$ cat config.mk
export PLATFORM = sky130hd
export DESIGN_NAME = alu_issue_flat
export DESIGN_NICKNAME = d
export VERILOG_FILES = /design/src/rtl/alu_issue_if.sv /design/src/rtl/alu_issue.sv /design/src/flat_wrapper.sv
export SDC_FILE = /design/constraint.sdc
export NUM_CORES = 2
export LEC_CHECK = 0
export ABC_AREA = 1
export ABC_CLOCK_PERIOD_IN_PS = 1900
export BUFFER_PORTS_ARGS = -buffer_cell sky130_fd_sc_hd__buf_2
export CORE_AREA = 2 2 418 420
export DETAILED_ROUTE_END_ITERATION = 16
export DIE_AREA = 0 0 420 422
export PLACE_DENSITY = 0.54
export SETUP_SLACK_MARGIN = 0.4
export SLEW_MARGIN = 5
export SYNTH_ARGS = -nofsm -noshare
export SYNTH_HDL_FRONTEND = slang
export SYNTH_SLANG_ARGS = --single-unit
$ cat constraint.sdc
create_clock -name clk -period 1.9 [get_ports clk]
set_input_delay 0.19 -clock clk [delete_from_list [all_inputs] [get_ports clk]]
set_output_delay 0.19 -clock clk [all_outputs]
set_load 0.01 [all_outputs]
$ cat src/rtl/alu_issue_if.sv
// Handshake bundle between the decoder, the ALU issue stage and the writeback path.
// The master modport is the environment side; the slave modport is the issue stage.
interface alu_issue_if #(
  parameter int DATA_W    = 32,
  parameter int NREG_LOG2 = 5
);
  logic                 in_valid;
  logic                 in_ready;
  logic [2:0]           in_ope;
  logic [NREG_LOG2-1:0] in_rd;
  logic [NREG_LOG2-1:0] in_rs;
  logic [NREG_LOG2-1:0] in_rt;
  logic [15:0]          in_imm;
  logic                 in_use_imm;
  logic                 wb_en;
  logic [NREG_LOG2-1:0] wb_rd;
  logic [DATA_W-1:0]    wb_data;
  logic                 out_valid;
  logic                 out_ready;
  logic [2:0]           out_ope;
  logic [DATA_W-1:0]    out_ds;
  logic [DATA_W-1:0]    out_dt;
  logic [NREG_LOG2-1:0] out_rd;

  modport master (
    output in_valid, in_ope, in_rd, in_rs, in_rt, in_imm, in_use_imm,
    output wb_en, wb_rd, wb_data, out_ready,
    input  in_ready, out_valid, out_ope, out_ds, out_dt, out_rd
  );

  modport slave (
    input  in_valid, in_ope, in_rd, in_rs, in_rt, in_imm, in_use_imm,
    input  wb_en, wb_rd, wb_data, out_ready,
    output in_ready, out_valid, out_ope, out_ds, out_dt, out_rd
  );
endinterface

$ cat src/rtl/alu_issue.sv
// Operand-fetch/issue stage: register file, busy scoreboard with writeback bypass,
// and a registered {ope, ds, dt, rd} bundle towards the ALU.
module alu_issue #(
  parameter int DATA_W    = 32,
  parameter int NREG_LOG2 = 5
) (
  input  logic        clk,
  input  logic        rstn,
  alu_issue_if.slave  bus
);
  localparam int NREG = 1 << NREG_LOG2;

  logic [DATA_W-1:0]    regs_q [NREG];
  logic [NREG-1:0]      busy_q;
  logic [NREG-1:0]      busy_d;
  logic [NREG-1:0]      busy_eff_s;
  logic                 out_valid_q;
  logic [2:0]           out_ope_q;
  logic [DATA_W-1:0]    out_ds_q;
  logic [DATA_W-1:0]    out_dt_q;
  logic [NREG_LOG2-1:0] out_rd_q;

  logic                 wb_hit_s;
  logic                 hz_s;
  logic                 in_ready_s;
  logic                 accept_s;
  logic [DATA_W-1:0]    rs_val_s;
  logic [DATA_W-1:0]    rt_val_s;
  logic [DATA_W-1:0]    dt_val_s;

  // Register read with r0 hardwired to zero and same-cycle writeback forwarding.
  function automatic logic [DATA_W-1:0] read_fwd(
    input logic [NREG_LOG2-1:0] idx,
    input logic                 hit,
    input logic [NREG_LOG2-1:0] wb_idx,
    input logic [DATA_W-1:0]    wb_val,
    input logic [DATA_W-1:0]    reg_val
  );
    logic [DATA_W-1:0] res;
    if (idx == '0) begin
      res = '0;
    end else if (hit && (wb_idx == idx)) begin
      res = wb_val;
    end else begin
      res = reg_val;
    end
    return res;
  endfunction

  assign wb_hit_s = bus.wb_en && (bus.wb_rd != '0);

  // Busy view after the same-cycle writeback clear; r0 is never busy.
  always_comb begin
    busy_eff_s = busy_q;
    if (wb_hit_s) begin
      busy_eff_s[bus.wb_rd] = 1'b0;
    end else begin
      busy_eff_s = busy_q;
    end
    busy_eff_s[0] = 1'b0;
  end

  assign rs_val_s = read_fwd(bus.in_rs, wb_hit_s, bus.wb_rd, bus.wb_data, regs_q[bus.in_rs]);
  assign rt_val_s = read_fwd(bus.in_rt, wb_hit_s, bus.wb_rd, bus.wb_data, regs_q[bus.in_rt]);

  assign hz_s = busy_eff_s[bus.in_rs]
              | (~bus.in_use_imm & busy_eff_s[bus.in_rt])
              | busy_eff_s[bus.in_rd];
  assign in_ready_s  = ~hz_s & (~out_valid_q | bus.out_ready);
  assign accept_s    = bus.in_valid & in_ready_s;
  assign bus.in_ready = in_ready_s;

  // Second operand: add/sub sign-extend the immediate, everything else zero-extends.
  always_comb begin
    dt_val_s = rt_val_s;
    if (bus.in_use_imm) begin
      case (bus.in_ope)
        3'b001, 3'b010: dt_val_s = {{(DATA_W-16){bus.in_imm[15]}}, bus.in_imm};
        default:        dt_val_s = {{(DATA_W-16){1'b0}}, bus.in_imm};
      endcase
    end else begin
      dt_val_s = rt_val_s;
    end
  end

  // Scoreboard next state; a set from a new issue overrides a same-edge clear.
  always_comb begin
    busy_d = busy_q;
    if (wb_hit_s) begin
      busy_d[bus.wb_rd] = 1'b0;
    end else begin
      busy_d = busy_q;
    end
    if (accept_s && (bus.in_rd != '0)) begin
      busy_d[bus.in_rd] = 1'b1;
    end else begin
      busy_d[0] = 1'b0;
    end
    busy_d[0] = 1'b0;
  end

  // Register file write port.
  always_ff @(posedge clk or negedge rstn) begin
    if (!rstn) begin
      for (int i = 0; i < NREG; i++) begin
        regs_q[i] <= '0;
      end
    end else if (wb_hit_s) begin
      regs_q[bus.wb_rd] <= bus.wb_data;
    end
  end

  // Busy scoreboard.
  always_ff @(posedge clk or negedge rstn) begin
    if (!rstn) begin
      busy_q <= '0;
    end else begin
      busy_q <= busy_d;
    end
  end

  // Issue bundle: load on accept, drop valid on retire, otherwise hold.
  always_ff @(posedge clk or negedge rstn) begin
    if (!rstn) begin
      out_valid_q <= 1'b0;
      out_ope_q   <= 3'b000;
      out_ds_q    <= '0;
      out_dt_q    <= '0;
      out_rd_q    <= '0;
    end else if (accept_s) begin
      out_valid_q <= 1'b1;
      out_ope_q   <= bus.in_ope;
      out_ds_q    <= rs_val_s;
      out_dt_q    <= dt_val_s;
      out_rd_q    <= bus.in_rd;
    end else if (out_valid_q && bus.out_ready) begin
      out_valid_q <= 1'b0;
    end
  end

  assign bus.out_valid = out_valid_q;
  assign bus.out_ope   = out_ope_q;
  assign bus.out_ds    = out_ds_q;
  assign bus.out_dt    = out_dt_q;
  assign bus.out_rd    = out_rd_q;
endmodule

$ cat src/flat_wrapper.sv
// flat-port wrapper written by rule: the top's interface ports become plain ports
module alu_issue_flat 
#(
  parameter int DATA_W    = 32,
  parameter int NREG_LOG2 = 5
)
  (clk, rstn, bus_in_valid, bus_in_ope, bus_in_rd, bus_in_rs, bus_in_rt, bus_in_imm, bus_in_use_imm, bus_wb_en, bus_wb_rd, bus_wb_data, bus_out_ready, bus_in_ready, bus_out_valid, bus_out_ope, bus_out_ds, bus_out_dt, bus_out_rd);
  alu_issue_if #(.DATA_W(DATA_W), .NREG_LOG2(NREG_LOG2)) bus_i ();
  input  logic clk;
  input  logic rstn;
  input wire logic [$bits(bus_i.in_valid)-1:0] bus_in_valid;
  input wire logic [$bits(bus_i.in_ope)-1:0] bus_in_ope;
  input wire logic [$bits(bus_i.in_rd)-1:0] bus_in_rd;
  input wire logic [$bits(bus_i.in_rs)-1:0] bus_in_rs;
  input wire logic [$bits(bus_i.in_rt)-1:0] bus_in_rt;
  input wire logic [$bits(bus_i.in_imm)-1:0] bus_in_imm;
  input wire logic [$bits(bus_i.in_use_imm)-1:0] bus_in_use_imm;
  input wire logic [$bits(bus_i.wb_en)-1:0] bus_wb_en;
  input wire logic [$bits(bus_i.wb_rd)-1:0] bus_wb_rd;
  input wire logic [$bits(bus_i.wb_data)-1:0] bus_wb_data;
  input wire logic [$bits(bus_i.out_ready)-1:0] bus_out_ready;
  output wire logic [$bits(bus_i.in_ready)-1:0] bus_in_ready;
  output wire logic [$bits(bus_i.out_valid)-1:0] bus_out_valid;
  output wire logic [$bits(bus_i.out_ope)-1:0] bus_out_ope;
  output wire logic [$bits(bus_i.out_ds)-1:0] bus_out_ds;
  output wire logic [$bits(bus_i.out_dt)-1:0] bus_out_dt;
  output wire logic [$bits(bus_i.out_rd)-1:0] bus_out_rd;
  assign bus_i.in_valid = bus_in_valid;
  assign bus_i.in_ope = bus_in_ope;
  assign bus_i.in_rd = bus_in_rd;
  assign bus_i.in_rs = bus_in_rs;
  assign bus_i.in_rt = bus_in_rt;
  assign bus_i.in_imm = bus_in_imm;
  assign bus_i.in_use_imm = bus_in_use_imm;
  assign bus_i.wb_en = bus_wb_en;
  assign bus_i.wb_rd = bus_wb_rd;
  assign bus_i.wb_data = bus_wb_data;
  assign bus_i.out_ready = bus_out_ready;
  assign bus_in_ready = bus_i.in_ready;
  assign bus_out_valid = bus_i.out_valid;
  assign bus_out_ope = bus_i.out_ope;
  assign bus_out_ds = bus_i.out_ds;
  assign bus_out_dt = bus_i.out_dt;
  assign bus_out_rd = bus_i.out_rd;
  alu_issue #(.DATA_W(DATA_W), .NREG_LOG2(NREG_LOG2)) u_core (.clk(clk), .rstn(rstn), .bus(bus_i));
endmodule
==> flow_metrics.py <==
metrics = {
    "clock_tree": {
        "cts_tree": "built",
        "clkTransAtPathRegs_ns": 0.06,
        "cts_sinks": 1128,
        "cts_root_buf": "clkbuf_16",
        "clkLatencyLatePin_ns": 0.79,
        "htreeDepth": 4,
        "cts_max_path_buffers": 3,
        "cts_buffers": 133,
    },
    "flow_run": {
        "drv_cap": 0,
    },
    "routing": {
        "wl_microns": 284000,
        "vias_per_cell": 5.78,
        "wl_per_cell_microns": 26.0,
        "via_count": 63200,
        "first_iter_violations": 7922,
        "drtPass1Iterations": 8,
        "drc": 0,
        "antenna_left": 0,
    },
    "critical_path": {
        "crit_type": "reg -> out",
        "worstSetupStartpoint": "u_core.busy_q[12]",
        "r2r-start": "u_core.busy_q[12]",
        "rr_endpoint": "u_core.bus.out_ds[28]",
        "crit_path_start_kind": "flip-flop",
        "crit_path_end_kind": "primary output",
        "cp_data_required_time_ns": 1.71,
        "arrival_ns": 2.52,
        "r2r_cells": 21,
        "crit_fanout": 3,
        "cp-endpoint": "bus_in_ready",
        "reg2reg_slack_ns": -0.80,
    },
    "sta": {
        "max-slew-margin-rel_pct": 29.8,
        "rsz0062_at_grt": "yes",
        "skew_ns": 0.0301,
        "fmax_ghz": 0.369,
        "slew_violations": 0,
        "tightest_slew_ns": 1.05,
        "period_minus_slack_ns": 2.71,
        "hold_violations": 0,
        "fin_crit_sh_pct": 143,
        "timing.hold.ws_ns": 0.0552,
        "worst_slack_ns": -0.810,
        "setup_viol": 105,
    },
    "layout": {
        "area_growth_pct": 27.6,
        "drive_gt1_share_pct": 17.4,
        "final_cells": 10900,
        "finalNetCount": 8581,
    },
    "global_route": {
        "grt_pass1_vias": 59000,
        "grt_usage_pct": 31.3,
        "grt.overflow.total": 0,
        "grt_antenna_before_repair": 9,
        "grt_start_max_net_pins": 75,
        "grt_pass1_wl_microns": 411000,
    },
    "power_and_ir_drop": {
        "ir_worst_vdd_v": 0.000972,
        "p_leak_uw": 0.0346,
        "power_density_nw_per_um2": 1020,
    },
    "synthesis": {
        "synth_cells": 8031,
        "syn_nets": 8108,
        "syn_area_per_cell_sq_um": 7.49,
        "synth_top_area_cell": "dfrtp_1",
        "yosysTopAreaCellShare_pct": 46.9,
        "ys.warnings.count": 0,
        "ys_top_cells_by_area": "dfrtp_1 47%, nand2_1 13%, o21ai_0 12%, o211ai_1 4.9%, clkbuf_1 4.2%",
        "synth_cell_type_count": 33,
        "synth_area_sq_um": 60100,
        "synth_seq_cells": 1128,
        "ys_seq_area_share_pct": 46.9,
    },
    "floorplanning": {
        "die_y_microns": 422,
        "start_util_pct": 34.8,
        "num_rows": 153,
        "die_area_sq_um": 177000,
        "die_w_microns": 420,
        "core_region_area_sq_um": 173000,
        "io_pins": 151,
    },
    "place": {
        "place.gp.congestion": 0.931,
        "dp.final_hpwl_microns": 184000,
        "place_inst": 10500,
        "io_buffer_count": 150,
    },
    "hold_path": {
        "hold_class": "in -> async",
    },
    "status": {
        "status": "finished, violations left",
        "failed_checks": "negative setup slack",
    },
}
-- cell usage after synthesis --
master / number
a31oi_1: 13
nand2_2: 1
nor4_1: 1
a21boi_1: 1
inv_2: 6
o221ai_1: 71
nand2_1: 2092
buf_2: 51
a21boi_0: 18
buf_1: 69
clkbuf_1: 666
nand3_1: 497
inv_1: 527
nand3b_1: 1
clkinv_1: 2
xor2_1: 5
o2111ai_1: 63
nor2_1: 303
a22oi_1: 43
nand3_4: 1
buf_4: 6
nand4_1: 159
xnor2_1: 4
o211ai_1: 393
o21ai_1: 61
a21oi_1: 452
nor2_2: 5
nor3_1: 2
nor2_4: 1
o21ai_0: 1387
nand3_2: 1
dfrtp_1: 1128
buf_6: 1
-- flip-flops by register name, indices dropped and copies added (netlist names) --
| signal | count |
|---|---|
| u_core.bus.out_ds | 32 |
| u_core.bus.out_dt | 32 |
| u_core.bus.out_ope | 3 |
| u_core.bus.out_rd | 5 |
| u_core.bus.out_valid | 1 |
| u_core.busy_q | 31 |
| u_core.regs_q | 1024 |
-- cell families (layout without fill, tap and decap cells) --
family,Yosys count,in the layout,synth area share [%]
buffers and inverters,1328,1906,8.45
other,0,3,0
XOR/XNOR,9,9,0.131
AND/OR/NAND/NOR,3064,3064,20.9
AO/OA/AOI/OAI,2502,2502,23.6
flip-flops,1128,1128,46.9
-- through the flow --
stage               utilization (%)  TNS, ns  worst slack [ns]  cell area, sq um  total power, uW
floorplan                         -    -1.90           -0.0348             60300            41000
global placement               40.2  -151.40            -0.760             69500            48300
detailed placement             40.2  -160.07            -0.789             69500            48600
CTS                            43.7   -57.61            -0.790             75600            77100
global route                   44.4   -69.45            -0.872             76700            82100
finish                         44.4   -61.87            -0.810             76700            78300
-- metal layers --
metal  vias up  track usage [%]  routed length (microns)
met2      3510             46.0                   122000
met5         -                0                       57
met3       608             6.30                    29400
li1      28100                -                        -
met4         8             13.9                    14100
met1     30900             44.1                   119000
-- where the power goes --
group	switching, uW	internal, uW
sequential	3200	29000
clock	11200	16500
combinational	10800	7690
-- worst min path at each step --
| stage | from | endpoint |
|---|---|---|
| after global placement | rstn | u_core.busy_q[17] |
| after global routing | rstn | u_core.regs_q[577] |
| final | rstn | u_core.regs_q[515] |
| after floorplan | rstn | u_core.bus.out_ds[0] |
| after detailed placement | rstn | u_core.busy_q[17] |
| after CTS | bus_in_rd[2] | u_core.busy_q[14] |
-- final cells by class --
cell class                 count  area [sq um]
clock inverter                46           637
timing repair buffer        1131         11100
fill                       17100         96100
inverter                     535          2060
tap                         2325          2910
sequential                  1128         28200
antenna                        3          7.51
clock buffer                 194          4010
multi-input combinational   5575         27800
-- repair_timing --
item | 4_1_cts | 5_1_grt
pin swaps | 8 | 20
buffers inserted | 43 | 35
resized for setup | 76 | 182
endpoints found under the hold margin | 1499 | 0
gates cloned | 8 | 9
endpoints found under the setup margin | 264 | 280
hold buffers | 65 | 0
-- cell usage in the layout (no fill, tap or decap), types with 8 or more instances in the layout --
cell type / n
a21oi_1: 451
buf_2: 119
nand3_2: 11
inv_6: 10
clkbuf_1: 21
bufinv_16: 13
buf_16: 9
clkbuf_8: 36
buf_8: 8
inv_2: 8
buf_12: 177
nand3_1: 483
nand2_1: 2014
buf_4: 701
nor2_2: 15
inv_1: 513
dlygate4sd3_1: 65
dfrtp_1: 1125
o211ai_1: 393
clkinv_2: 20
o2111ai_1: 63
o221ai_1: 71
a31oi_1: 13
nand2_2: 29
nand4_1: 159
nand2_4: 50
o21ai_2: 54
o21ai_1: 24
o21ai_0: 1369
nor2_4: 20
a21boi_0: 17
buf_6: 43
nor2_1: 274
a22oi_1: 43
clkbuf_16: 146
-- critical path, cell delays in order (launching register included) --
cell and delay [ns]:
dfrtp_1 0.37, inv_1 0.07, nor2_2 0.04, buf_4 0.14, o21ai_2 0.11, nor2_1 0.05, nand2_1 0.13, nand3_1 0.12
nand2_1 0.14, nand3_4 0.10, buf_6 0.12, nor2_4 0.12, buf_12 0.13, buf_6 0.10
No activity file was read; power rests on OpenSTA's default activity.
